$ cat src/rtl/ram_arbiter_if.sv
// Bus bundle between the two requesting masters, the shared block RAM and
// the arbiter. The slave modport is the arbiter's view. The master modport
// is the environment's view: both masters plus the RAM read-data return.
//
// Handshake: a master raises valid with stable addr/wdata/wstrb and keeps
// them stable until it samples its ready high. ready is a single-cycle
// completion pulse. For reads, rdata is meaningful only while ready is high.
// wstrb == 4'b0000 marks a read; any other value is a byte-masked write.
interface ram_arbiter_if #(
   parameter int ADDR_W = 11
);

   // Master 0 (CPU bus)
   logic              m0_valid;
   logic [ADDR_W-1:0] m0_addr;
   logic [31:0]       m0_wdata;
   logic [3:0]        m0_wstrb;
   logic              m0_ready;
   logic [31:0]       m0_rdata;

   // Master 1 (video fetch / DMA)
   logic              m1_valid;
   logic [ADDR_W-1:0] m1_addr;
   logic [31:0]       m1_wdata;
   logic [3:0]        m1_wstrb;
   logic              m1_ready;
   logic [31:0]       m1_rdata;

   // Single-port block RAM
   logic              ram_en;
   logic [3:0]        ram_we;
   logic [ADDR_W-1:0] ram_addr;
   logic [31:0]       ram_wdata;
   logic [31:0]       ram_rdata;

   // One-hot owner of the access in flight, 00 when idle
   logic [1:0]        gnt;

   modport slave (
      input  m0_valid, m0_addr, m0_wdata, m0_wstrb,
      output m0_ready, m0_rdata,
      input  m1_valid, m1_addr, m1_wdata, m1_wstrb,
      output m1_ready, m1_rdata,
      output ram_en, ram_we, ram_addr, ram_wdata,
      input  ram_rdata,
      output gnt
   );

   modport master (
      output m0_valid, m0_addr, m0_wdata, m0_wstrb,
      input  m0_ready, m0_rdata,
      output m1_valid, m1_addr, m1_wdata, m1_wstrb,
      input  m1_ready, m1_rdata,
      input  ram_en, ram_we, ram_addr, ram_wdata,
      output ram_rdata,
      input  gnt
   );

endinterface

$ cat src/rtl/ram_arbiter.sv
// Two-master arbiter and sequencer for a shared single-port 32-bit block RAM.
//
// Every access walks IDLE -> ACCESS -> DONE, so one access costs three
// cycles. Arbitration happens only in IDLE: master 1 has fixed priority,
// but once master 0 has lost MAX_WAIT arbitrations in a row it is forced to
// win the next one. MAX_WAIT = 0 therefore makes master 0 always win.
//
// State encoding (visible on dbg_state): IDLE=0, ACCESS=1, DONE=2.
// dbg_wait_cnt shows the starvation counter.
module ram_arbiter #(
   parameter  int ADDR_W   = 11,
   parameter  int MAX_WAIT = 8,
   localparam int CNT_W    = (MAX_WAIT > 0) ? $clog2(MAX_WAIT + 1) : 1
) (
   input  logic             clk,
   input  logic             resetn,
   ram_arbiter_if.slave     bus,
   output logic [1:0]       dbg_state,
   output logic [CNT_W-1:0] dbg_wait_cnt
);

   typedef enum logic [1:0] {
      IDLE   = 2'd0,
      ACCESS = 2'd1,
      DONE   = 2'd2
   } state_t;

   localparam logic [CNT_W-1:0] MAX_CNT = CNT_W'(MAX_WAIT);

   state_t state;
   state_t state_next;

   // Registered outputs and their next values
   logic              ram_en_q,    ram_en_next;
   logic [3:0]        ram_we_q,    ram_we_next;
   logic [ADDR_W-1:0] ram_addr_q,  ram_addr_next;
   logic [31:0]       ram_wdata_q, ram_wdata_next;
   logic [1:0]        gnt_q,       gnt_next;
   logic              m0_ready_q,  m0_ready_next;
   logic              m1_ready_q,  m1_ready_next;
   logic [CNT_W-1:0]  wait_cnt,    wait_cnt_next;

   // Arbitration decision, meaningful only while in IDLE
   logic pick_m1;
   logic pick_m0;

   // Master 1 wins unless master 0 is also asking and has hit its loss limit.
   always_comb begin
      pick_m1 = bus.m1_valid && (!bus.m0_valid || (wait_cnt != MAX_CNT));
      pick_m0 = bus.m0_valid && !pick_m1;
   end

   // State register.
   always_ff @(posedge clk or negedge resetn) begin
      if (!resetn) begin
         state <= IDLE;
      end else begin
         state <= state_next;
      end
   end

   // Next-state and next-output decode for the access sequencer.
   always_comb begin
      state_next     = state;
      ram_en_next    = 1'b0;
      ram_we_next    = 4'b0000;
      ram_addr_next  = ram_addr_q;
      ram_wdata_next = ram_wdata_q;
      gnt_next       = gnt_q;
      m0_ready_next  = 1'b0;
      m1_ready_next  = 1'b0;
      wait_cnt_next  = wait_cnt;

      unique case (state)
         IDLE: begin
            if (pick_m1) begin
               state_next     = ACCESS;
               ram_en_next    = 1'b1;
               ram_we_next    = bus.m1_wstrb;
               ram_addr_next  = bus.m1_addr;
               ram_wdata_next = bus.m1_wdata;
               gnt_next       = 2'b10;
               // A loss only counts when master 0 was actually waiting.
               if (bus.m0_valid && (wait_cnt != MAX_CNT)) begin
                  wait_cnt_next = wait_cnt + CNT_W'(1);
               end
            end else if (pick_m0) begin
               state_next     = ACCESS;
               ram_en_next    = 1'b1;
               ram_we_next    = bus.m0_wstrb;
               ram_addr_next  = bus.m0_addr;
               ram_wdata_next = bus.m0_wdata;
               gnt_next       = 2'b01;
               wait_cnt_next  = '0;
            end
         end

         ACCESS: begin
            // RAM samples en/we this cycle; read data lands next cycle,
            // which is exactly when the owner's ready is high.
            state_next    = DONE;
            m0_ready_next = gnt_q[0];
            m1_ready_next = gnt_q[1];
         end

         DONE: begin
            state_next = IDLE;
            gnt_next   = 2'b00;
         end

         default: begin
            state_next = IDLE;
            gnt_next   = 2'b00;
         end
      endcase
   end

   // Output and starvation-counter registers.
   always_ff @(posedge clk or negedge resetn) begin
      if (!resetn) begin
         ram_en_q    <= 1'b0;
         ram_we_q    <= 4'b0000;
         ram_addr_q  <= '0;
         ram_wdata_q <= '0;
         gnt_q       <= 2'b00;
         m0_ready_q  <= 1'b0;
         m1_ready_q  <= 1'b0;
         wait_cnt    <= '0;
      end else begin
         ram_en_q    <= ram_en_next;
         ram_we_q    <= ram_we_next;
         ram_addr_q  <= ram_addr_next;
         ram_wdata_q <= ram_wdata_next;
         gnt_q       <= gnt_next;
         m0_ready_q  <= m0_ready_next;
         m1_ready_q  <= m1_ready_next;
         wait_cnt    <= wait_cnt_next;
      end
   end

   // Drive the bus. Read data is shared combinationally; each master
   // qualifies it with its own ready.
   always_comb begin
      bus.ram_en    = ram_en_q;
      bus.ram_we    = ram_we_q;
      bus.ram_addr  = ram_addr_q;
      bus.ram_wdata = ram_wdata_q;
      bus.gnt       = gnt_q;
      bus.m0_ready  = m0_ready_q;
      bus.m1_ready  = m1_ready_q;
      bus.m0_rdata  = bus.ram_rdata;
      bus.m1_rdata  = bus.ram_rdata;
      dbg_state     = state;
      dbg_wait_cnt  = wait_cnt;
   end

endmodule
$ cat src/flat_wrapper.sv
// flat-port wrapper written by rule: the top's interface ports become plain ports
module ram_arbiter_flat 
#(
   parameter  int ADDR_W   = 11,
   parameter  int MAX_WAIT = 8,
   localparam int CNT_W    = (MAX_WAIT > 0) ? $clog2(MAX_WAIT + 1) : 1
)
  (clk, resetn, dbg_state, dbg_wait_cnt, bus_m0_valid, bus_m0_addr, bus_m0_wdata, bus_m0_wstrb, bus_m0_ready, bus_m0_rdata, bus_m1_valid, bus_m1_addr, bus_m1_wdata, bus_m1_wstrb, bus_m1_ready, bus_m1_rdata, bus_ram_en, bus_ram_we, bus_ram_addr, bus_ram_wdata, bus_ram_rdata, bus_gnt);
  ram_arbiter_if #(.ADDR_W(ADDR_W)) bus_i ();
  input  logic clk;
  input  logic resetn;
  output logic [1:0] dbg_state;
  output logic [CNT_W-1:0] dbg_wait_cnt;
  input wire logic [$bits(bus_i.m0_valid)-1:0] bus_m0_valid;
  input wire logic [$bits(bus_i.m0_addr)-1:0] bus_m0_addr;
  input wire logic [$bits(bus_i.m0_wdata)-1:0] bus_m0_wdata;
  input wire logic [$bits(bus_i.m0_wstrb)-1:0] bus_m0_wstrb;
  output wire logic [$bits(bus_i.m0_ready)-1:0] bus_m0_ready;
  output wire logic [$bits(bus_i.m0_rdata)-1:0] bus_m0_rdata;
  input wire logic [$bits(bus_i.m1_valid)-1:0] bus_m1_valid;
  input wire logic [$bits(bus_i.m1_addr)-1:0] bus_m1_addr;
  input wire logic [$bits(bus_i.m1_wdata)-1:0] bus_m1_wdata;
  input wire logic [$bits(bus_i.m1_wstrb)-1:0] bus_m1_wstrb;
  output wire logic [$bits(bus_i.m1_ready)-1:0] bus_m1_ready;
  output wire logic [$bits(bus_i.m1_rdata)-1:0] bus_m1_rdata;
  output wire logic [$bits(bus_i.ram_en)-1:0] bus_ram_en;
  output wire logic [$bits(bus_i.ram_we)-1:0] bus_ram_we;
  output wire logic [$bits(bus_i.ram_addr)-1:0] bus_ram_addr;
  output wire logic [$bits(bus_i.ram_wdata)-1:0] bus_ram_wdata;
  input wire logic [$bits(bus_i.ram_rdata)-1:0] bus_ram_rdata;
  output wire logic [$bits(bus_i.gnt)-1:0] bus_gnt;
  assign bus_i.m0_valid = bus_m0_valid;
  assign bus_i.m0_addr = bus_m0_addr;
  assign bus_i.m0_wdata = bus_m0_wdata;
  assign bus_i.m0_wstrb = bus_m0_wstrb;
  assign bus_m0_ready = bus_i.m0_ready;
  assign bus_m0_rdata = bus_i.m0_rdata;
  assign bus_i.m1_valid = bus_m1_valid;
  assign bus_i.m1_addr = bus_m1_addr;
  assign bus_i.m1_wdata = bus_m1_wdata;
  assign bus_i.m1_wstrb = bus_m1_wstrb;
  assign bus_m1_ready = bus_i.m1_ready;
  assign bus_m1_rdata = bus_i.m1_rdata;
  assign bus_ram_en = bus_i.ram_en;
  assign bus_ram_we = bus_i.ram_we;
  assign bus_ram_addr = bus_i.ram_addr;
  assign bus_ram_wdata = bus_i.ram_wdata;
  assign bus_i.ram_rdata = bus_ram_rdata;
  assign bus_gnt = bus_i.gnt;
  ram_arbiter #(.ADDR_W(ADDR_W), .MAX_WAIT(MAX_WAIT)) u_core (.clk(clk), .resetn(resetn), .bus(bus_i), .dbg_state(dbg_state), .dbg_wait_cnt(dbg_wait_cnt));
endmodule
$ cat config.mk
export PLATFORM = sky130hd
export DESIGN_NAME = ram_arbiter_flat
export DESIGN_NICKNAME = d
export VERILOG_FILES = /design/src/rtl/ram_arbiter_if.sv /design/src/rtl/ram_arbiter.sv /design/src/flat_wrapper.sv
export SDC_FILE = /design/constraint.sdc
export NUM_CORES = 1
export LEC_CHECK = 0
export ABC_CLOCK_PERIOD_IN_PS = 1500
export CAP_MARGIN = 10
export CORE_MARGIN = 2
export CORE_UTILIZATION = 33
export DETAILED_ROUTE_END_ITERATION = 7
export PLACE_DENSITY = 0.75
export SLEW_MARGIN = 20
export SYNTH_ARGS = -nofsm -noshare
export SYNTH_HDL_FRONTEND = slang
export SYNTH_SLANG_ARGS = --single-unit
$ cat constraint.sdc
create_clock -name clk -period 1.5 [get_ports clk]
set_input_delay 0.15 -clock clk [delete_from_list [all_inputs] [get_ports clk]]
set_output_delay 0.15 -clock clk [all_outputs]
set_load 0.005 [all_outputs]
==> results of run 1 <==
[power groups by stage]
stage / clock, mW / combinational [mW] / sequential, mW
after floorplan: 0 / 2.64 / 2.74
after detailed placement: 0 / 4.94 / 2.68
after global placement: 0 / 4.79 / 2.68
after global routing: 2.34 / 5.57 / 2.75
final: 2.21 / 5.15 / 2.68
after CTS: 2.25 / 4.94 / 2.68
[flip-flops by register name, summed over array words and instances (netlist names)]
name                  cells
u_core.bus.m1_ready       1
u_core.bus.ram_wdata     32
u_core.bus.m0_ready       1
u_core.bus.ram_addr      11
u_core.bus.ram_en         1
u_core.dbg_wait_cnt       4
u_core.dbg_state          2
u_core.bus.ram_we         4
u_core.bus.gnt            2
[final cells by class]
| cell class | count | area, µm² |
|---|---|---|
| tap | 140 | 175.2 |
| clock inverter | 5 | 77.57 |
| timing repair buffer | 187 | 1944 |
| inverter | 5 | 18.77 |
| sequential | 58 | 1453 |
| clock buffer | 11 | 242.7 |
| fill | 1036 | 5472 |
| multi-input combinational | 217 | 1553 |
[cells in the mapped netlist (all sizes together)]
| master | instances |
|---|---|
| buf | 86 |
| dfrtp | 58 |
| o211ai | 47 |
| o21ai | 45 |
| nand4 | 44 |
| nand2 | 27 |
| nand3 | 23 |
| clkbuf | 16 |
| nor2 | 7 |
| a21oi | 5 |
| inv | 5 |
| and2 | 2 |
| ha | 2 |
| o22ai | 2 |
| or2 | 2 |
| a211oi | 1 |
| a32o | 1 |
| a32oi | 1 |
| and4b | 1 |
| mux2i | 1 |
| nand2b | 1 |
| nand4b | 1 |
| nor2b | 1 |
| nor3b | 1 |
| nor4b | 1 |
[kinds of logic (layout without fill, tap and decap cells)]
family / count (synthesis) / after routing / share of synthesized area, %
buffers and inverters: 107 / 208 / 20.10
flip-flops: 58 / 58 / 38.93
multiplexers: 1 / 1 / 0.2685
AO/OA/AOI/OAI: 102 / 102 / 22.99
adder cells (fa/ha/maj): 2 / 2 / 0.6710
AND/OR/NAND/NOR: 111 / 112 / 17.05
[final timing paths]
kind / cells after the start / slack (ps) / startpoint / endpoint
max: 6 / -20 / u_core.dbg_wait_cnt[0] / u_core.bus.ram_wdata[7]
min in group asynchronous: 2 / 310 / resetn / u_core.bus.ram_wdata[19]
min: 0 / 300 / bus_ram_rdata[1] / bus_m0_rdata[1]
max in group asynchronous: 3 / 690 / resetn / u_core.bus.ram_wdata[13]
max reg2reg: 6 / -20 / u_core.dbg_wait_cnt[0] / u_core.bus.ram_wdata[7]
min reg2reg: 2 / 500 / u_core.bus.ram_wdata[1] / u_core.bus.ram_wdata[1]
[layer usage]
metal	vias up	GRT usage, %	routed length, µm
li1	1528	-	-
met1	1639	21.52	4622
met2	161	31.16	5759
met3	34	5.938	1006
met4	0	6.071	267
met5	-	0	0
[timing repair]
action / CTS / global route
buffers inserted: 0 / 1
pin swaps: 0 / 46
hold endpoints to repair: 14 / 0
hold buffers: 1 / 0
resized for setup: 3 / 14
endpoints found under the setup margin: 15 / 53
gates cloned: 0 / 5
[worst reg2reg max path: cells and delay by family, from the launching register on]
family / cells / cell delay [ps]
AND/OR/NAND/NOR: 2 / 530
adder cells (fa/ha/maj): 1 / 150
AO/OA/AOI/OAI: 1 / 80
flip-flops: 1 / 350
buffers and inverters: 2 / 280
[through the flow]
step	worst slack, ps	area (µm²)	instances	hold WS [ps]	setup TNS (ps)
floorplan	-8.571	3729	381	-145.6	-283.9
global placement	-64.58	4985	600	108.5	-2082
CTS	10.09	5316	617	300.1	0
detailed placement	-142.4	4985	600	115.5	-4254
global route	-85.23	5464	623	300.0	-2459
finish	-16.29	5464	623	300.0	-121.8
==> impl_metrics.yaml, run 1 <==
synth:
  ys_top_cells_by_area: "dfrtp_1 (39%), o211ai_2 (13%), buf_4 (13%)"
  synth_top_area_cell: "dfrtp_1"
  yosysSeqAreaShare_pct: 38.93
  syn_area_um2: 3729
  avgSynthCellArea_um2: 9.786
  yosysWarnings: 0
  synth_fp_nets: 513
  synth-seq-cells: 58
  synth_cells: 381
  yosys.area.top_type_share_pct: 38.93
  synth_cell_types: 34
place:
  detailed_place_hpwl_mm: 8.057
  gp_congestion: 0.7207
  io_buffers: 155
clocking:
  cts_buffers: 9
  cts.path.max_buffers: 2
  clkLatencyLatePin_ps: 320
  cts.reportedPaths.clkPinSlew_ps: 50
  cts-root-buf: "clkbuf_16"
  htree_levels: 3
  cts.sinks: 58
  cts_tree: "built"
global_route:
  grt_pass1_vias: 3343
  grt_max_degree: 50
  antenna_found_initial: 0
  grt_use_total_pct: 18.21
  grt_pass1_wl_mm: 16.81
  gr-total-overflow: 0
detailed_routing:
  drc: 0
  ant_nets: 0
  drt_iter0_markers: 210
  num_vias: 3362
  dr.pass1.iters: 6
  wirelength_mm: 11.65
  via_per_inst: 5.396
  avgRoutedWirePerCell_um: 18.71
layout:
  utilization_pct: 49.97
  final_common_cell: "clkdlybuf4s50_1"
  layout-drive-gt1-share_pct: 21.53
  nNetsFinal: 610
  diodes: 0
  area_growth_syn_to_layout_pct: 46.54
  layout_common_cells: "clkdlybuf4s50_1 (148), dfrtp_1 (57), nand4_1 (44)"
critical_path:
  arrival_ps: 1710
  required_ps: 1700
  cpPeakStageDelay_ps: 350
  end_kind: "register"
  cp-start-kind: "register"
  crit_path_top_delay_cell: "dfrtp_1"
  cp_top_family: "simple AND/OR/NAND/NOR gates"
  path_class: "register to register"
  path_max_fanout: 6
  critPathBufInv: 2
  cp_cell_sequence: "inv_2 -> ha_4 -> and4b_2 -> nor2_8 -> clkbuf_16 -> o211ai_2"
timing:
  hold_violations: 0
  setup_viol: 13
  fin_ws_ps: -16.29
  worst_pin_slew_ps: 533.4
  fmax_mhz: 659.5
  max_slew_margin_pct: 64.44
  period_needed_ps: 1516
  rsz0062_at_grt: "true"
  finalMaxSlewViolations: 0
  skew_ps: 3.141
  finalCritPeriodShare_pct: 101.1
pwr:
  power.total_mw: 10.03
  switching_share_pct: 34.99
  powerDensity_nw_per_um2: 1836
  p_int_mw: 6.521
  ir_drop_v: 0.0007558
  comb_power_share_pct: 51.3
  p_seq_share_pct: 26.7
  p_clk_share_pct: 22.0
  p_leak_nw: 2.245
  power_switching_mw: 3.510
floorplan:
  die_area_um2: 12170
  die_height_um: 110.3
  core_area_um2: 10940
  die_w_um: 110.3
  rows: 38
  io_pins: 252
  start_util_pct: 34.10
run_status:
  failed_checks: "negative setup slack"
  status: "finished, violations left"
min_path:
  hold_class: "input pin to output pin"
job:
  cap_violations: 0
(Power assumes the default switching activity.)
==> run 2: changes to the inputs <==
CTS_BUF_LIST = sky130_fd_sc_hd__clkbuf_2   (was default)
==> run 2 against run 1 <==
Against the previous run: the flow still finishes with violations (negative setup slack); fmax down 3.2%; register-to-register slack worse by 50 ps; design area down 2.8%; flip-flop and latch count is the same; critical path type unchanged; highest routed layer unchanged.
==> impl_metrics.yaml, run 2 (synthesized netlist as in run 1, its figures left out) <==
run_status:
  status: "finished, violations left"
  failed_checks: "negative setup slack"
place:
  placed_area_um2: 4985
  gp_congestion: 0.7207
  detailed_place_hpwl_mm: 8.057
  io_buffers: 155
clocking:
  clkLatencyLatePin_ps: 480
  cts-root-buf: "clkbuf_2"
  cts_tree: "built"
  htree_levels: 3
  cts.sinks: 58
  cts_buffers: 9
  cts.path.max_buffers: 2
  cts.reportedPaths.clkPinSlew_ps: 180
layout:
  nNetsFinal: 624
  final_common_cell: "clkdlybuf4s50_1"
  utilization_pct: 48.58
  multi_input_area_um2: 1553
  stdcell_area_um2: 5313
  area_growth_syn_to_layout_pct: 42.48
  largest_register_ffs: 32
  layout-drive-gt1-share_pct: 23.74
  fillCellCount: 1044
  layout_common_cells: "clkdlybuf4s50_1 (95), dfrtp_1 (58), dlygate4sd2_1 (53)"
  diodes: 0
  seqCellArea_um2: 1451
floorplan:
  io_pins: 252
  rows: 38
  core_area_um2: 10940
  die_w_um: 110.3
  die_height_um: 110.3
  start_util_pct: 34.10
  die_area_um2: 12170
pwr:
  p_clk_share_pct: 13.4
  power_switching_mw: 3.449
  p_seq_share_pct: 29.7
  comb_power_share_pct: 57.0
  ir_drop_v: 0.0006619
  powerDensity_nw_per_um2: 1646
  switching_share_pct: 39.43
  p_int_mw: 5.297
  p_leak_nw: 2.324
detailed_routing:
  avgRoutedWirePerCell_um: 18.65
  drc: 0
  wirelength_mm: 11.88
  drt_iter0_markers: 189
  dr.pass1.iters: 4
  via_per_inst: 5.330
  num_vias: 3395
  ant_nets: 0
timing:
  holdWs_ps: 123.1
  rsz0062_at_grt: "true"
  finalCritPeriodShare_pct: 104.5
  fmax_mhz: 638.1
  max_slew_margin_pct: 63.04
  skew_ps: 16.37
  finalMaxSlewViolations: 0
  worst_pin_slew_ps: 554.4
  fin_ws_ps: -67.04
  period_needed_ps: 1567
  setup_viol: 44
  hold_violations: 0
critical_path:
  cp-startpoint: "u_core.dbg_wait_cnt[1]"
  required_ps: 1870
  cp-start-kind: "register"
  r2r_cells: 7
  end_kind: "register"
  path_max_fanout: 7
  rrSetupSlack_ps: -70
  r2r-start: "u_core.dbg_wait_cnt[1]"
  arrival_ps: 1940
  r2r_end: "u_core.bus.ram_wdata[24]"
  path_class: "register to register"
global_route:
  gr-total-overflow: 0
  busiest_layer: "met2"
  antenna_found_initial: 0
  use_met1_pct: 22.24
  grt_max_degree: 50
  grt_use_met2_pct: 32.08
  grt_use_met3_pct: 4.527
  grt_use_total_pct: 18.64
  grt_pass1_vias: 3434
  grt_pass1_wl_mm: 17.24
min_path:
  hold_class: "input pin to asynchronous set/reset pin"
job:
  cap_violations: 0
## run 2: final cells by class
cell class	instances	area share, %
clock inverters	6	1.531
multi-input cells	217	29.23
well taps	140	3.297
inverters	5	0.4004
clock buffers	10	0.9421
repair buffers	201	37.28
flip-flops and latches	58	27.32
## run 2: timing repair
| item | 4_1_cts | 5_1_grt |
|---|---|---|
| endpoints found under the setup margin | 79 | 53 |
| endpoints found under the hold margin | 58 | 0 |
| setup buffers | 14 | 0 |
| pin swaps | 0 | 38 |
| gates cloned | 1 | 5 |
| hold buffers | 1 | 0 |
| resized for setup | 69 | 10 |
## run 2: metrics by stage
stage / total power [mW] / worst slack [ps] / instances / TNS (ps)
final: 8.745 / -67.04 / 637 / -1611
after global routing: 9.374 / -104.9 / 637 / -3615
after CTS: 8.606 / -62.84 / 632 / -1399
after detailed placement: 7.615 / -142.4 / 600 / -4254
after global placement: 7.476 / -64.58 / 600 / -2082
after floorplan: 5.374 / -8.571 / 381 / -283.9
## run 2: critical path: stages, from the launching register on
cell and delay (ps):
dfrtp_1 390, buf_6 110, inv_4 30, ha_4 140, and4b_2 270, nor2_8 230, buf_6 190, o211ai_2 100
## run 2: worst max path at each step
stage                     cells past startpoint  slack [ps]                        to
after floorplan                               7          -9    u_core.bus.ram_addr[0]
after global placement                        5         -60   u_core.bus.ram_wdata[9]
after detailed placement                      6        -140    u_core.bus.ram_addr[3]
after CTS                                     7         -60  u_core.bus.ram_wdata[29]
after global routing                          7        -100    u_core.bus.ram_addr[8]
final                                         7         -70  u_core.bus.ram_wdata[24]
## run 2: routing by layer
layer	vias to the layer above	wire [µm]
met5	-	0
met4	0	270
met3	33	937
met2	152	5834
met1	1660	4836
li1	1550	-
## run 2: power groups by stage
stage	Sequential (mW)	Combinational, mW	Clock, mW
after floorplan	2.74	2.64	0
after CTS	2.60	4.81	1.20
final	2.59	4.98	1.17
after global routing	2.68	5.42	1.27
after global placement	2.68	4.79	0
after detailed placement	2.68	4.94	0
==> run 3: changes to the inputs <==
SKIP_LAST_GASP = 1   (was default)
SLEW_MARGIN = default   (was 20)
==> run 3 against run 2 <==
Against the previous run: the flow still finishes with violations (negative setup slack); register-to-register slack is essentially flat; core utilization hardly changed; flip-flop and latch count unchanged; final cell count did not move; setup slack improved by 1.4 ps; non-clock buffer count unchanged; hold slack worse by 0.51 ps; first-iteration DRC count rose by 4.8%; global-route usage unchanged; die area stayed put; critical endpoint unchanged; largest cell class unchanged; largest power group unchanged; highest routed layer unchanged.
==> impl_metrics.yaml, run 3 (synthesized netlist as in run 1, its figures left out) <==
run_status:
  status: "finished, violations left"
  failed_checks: "negative setup slack"
place:
  io_buffers: 155
  dp.cells: 600
  detailed_place_hpwl_mm: 8.057
  gp_congestion: 0.7207
detailed_routing:
  num_vias: 3399
  met1_length_mm: 4.842
  highest_layer: "met4"
  avgRoutedWirePerCell_um: 18.65
  wl_met2_mm: 5.832
  via_per_inst: 5.336
  wl_met3_um: 937
  dr.pass1.iters: 4
  drc: 0
  ant_nets: 0
  wirelength_mm: 11.88
  drt_iter0_markers: 198
layout:
  area_growth_syn_to_layout_pct: 42.45
  layout_common_cells: "clkdlybuf4s50_1 (95), dfrtp_1 (58), dlygate4sd2_1 (54)"
  largest_register_ffs: 32
  multi_input_area_um2: 1553
  seqCellArea_um2: 1451
  final_common_cell: "clkdlybuf4s50_1"
  layout-drive-gt1-share_pct: 23.74
  diodes: 0
  utilization_pct: 48.57
  final_cell_count_no_fill: 637
  fillCellCount: 1045
  nNetsFinal: 624
global_route:
  grt_pass1_wl_mm: 17.24
  antenna_found_initial: 0
  grt_pass1_vias: 3434
  grt_max_degree: 50
  grt_use_total_pct: 18.64
  gr-total-overflow: 0
clocking:
  cts.sinks: 58
  cts_buffers: 9
  htree_levels: 3
  cts-root-buf: "clkbuf_2"
  cts.reportedPaths.clkPinSlew_ps: 180
  clkLatencyLatePin_ps: 480
  cts.path.max_buffers: 2
  cts_tree: "built"
critical_path:
  required_ps: 1870
  path_max_fanout: 7
  end_kind: "register"
  r2r-start: "u_core.dbg_wait_cnt[1]"
  cp-startpoint: "u_core.dbg_wait_cnt[1]"
  rrSetupSlack_ps: -70
  r2r_end: "u_core.bus.ram_wdata[24]"
  arrival_ps: 1940
  endpoint: "u_core.bus.ram_wdata[24]"
  path_class: "register to register"
  cp-start-kind: "register"
  r2r_cells: 7
timing:
  hold_violations: 0
  finalMaxSlewViolations: 0
  worst_pin_slew_ps: 554.4
  finalCritPeriodShare_pct: 104.4
  setup_viol: 44
  rsz0062_at_grt: "true"
  fin_ws_ps: -65.60
  max_slew_margin_pct: 63.04
  skew_ps: 16.37
  fmax_mhz: 638.7
  period_needed_ps: 1566
pwr:
  ir_drop_v: 0.0006619
  powerDensity_nw_per_um2: 1647
  p_leak_nw: 2.327
floorplan:
  io_pins: 252
  start_util_pct: 34.10
  die_w_um: 110.3
  die_area_um2: 12170
  core_area_um2: 10940
  rows: 38
  die_height_um: 110.3
min_path:
  hold_class: "input pin to asynchronous set/reset pin"
job:
  cap_violations: 0
## run 3: cell types whose count changed in the layout (fill, tap and decap cells not counted), sizes merged
cell | previous run | this run
clkdlybuf4s15 | 4 | 3
dlygate4sd2 | 53 | 54
## run 3: final cells by class
cell class | instances | share of cell area, %
sequential | 58 | 27.33
tap | 140 | 3.298
timing repair buffer | 201 | 37.27
clock inverter | 6 | 1.531
inverter | 5 | 0.4005
clock buffer | 10 | 0.9423
multi-input combinational | 217 | 29.23
## run 3: per-stage QoR
stage          power, mW  setup TNS [ps]  hold slack (ps)  cell area, µm²  worst slack, ps
2_1_floorplan      5.374          -283.9           -145.6            3729           -8.571
3_3_place_gp       7.476           -2082            108.5            4985           -64.58
3_5_place_dp       7.615           -4254            115.5            4985           -142.4
4_1_cts            8.603           -1445            76.85            5194           -62.84
5_1_grt            9.372           -3623            152.8            5311           -104.9
6_report           8.745           -1622            122.6            5311           -65.60
## run 3: how the worst min path moves through the flow
stage,endpoint,slack [ps],cells after the start
after floorplan,u_core.bus.gnt[0],-150,0
after global placement,u_core.bus.ram_wdata[17],110,1
after detailed placement,u_core.bus.ram_wdata[17],120,1
after CTS,u_core.bus.ram_wdata[23],80,2
after global routing,u_core.bus.ram_wdata[15],150,2
final,u_core.bus.ram_wdata[31],120,2
## run 3: metal layers
layer  vias to the layer above  track usage, %
met2                       152           32.08
met5                         -               0
met1                      1664           22.24
met4                         0           7.679
met3                        33           4.527
li1                       1550               -
## run 3: critical path: stages, from the launching register on
cell	delay (ps)
dfrtp_1	400
buf_6	110
inv_4	30
ha_4	140
and4b_2	270
nor2_8	230
buf_6	190
o211ai_2	100
## run 3: power by group
| part | leakage, nW | total, mW | internal [mW] | switching, mW |
|---|---|---|---|---|
| Clock | 0.0793 | 1.17 | 0.548 | 0.622 |
| Combinational | 1.52 | 4.98 | 2.48 | 2.50 |
| Sequential | 0.724 | 2.59 | 2.27 | 0.327 |
## run 3: what timing repair did
item,4_1_cts,5_1_grt
pin swaps,0,38
resized for setup,68,10
endpoints found under the setup margin,79,53
hold buffers,1,0
gates cloned,1,5
endpoints found under the hold margin,58,0
buffers inserted,14,0
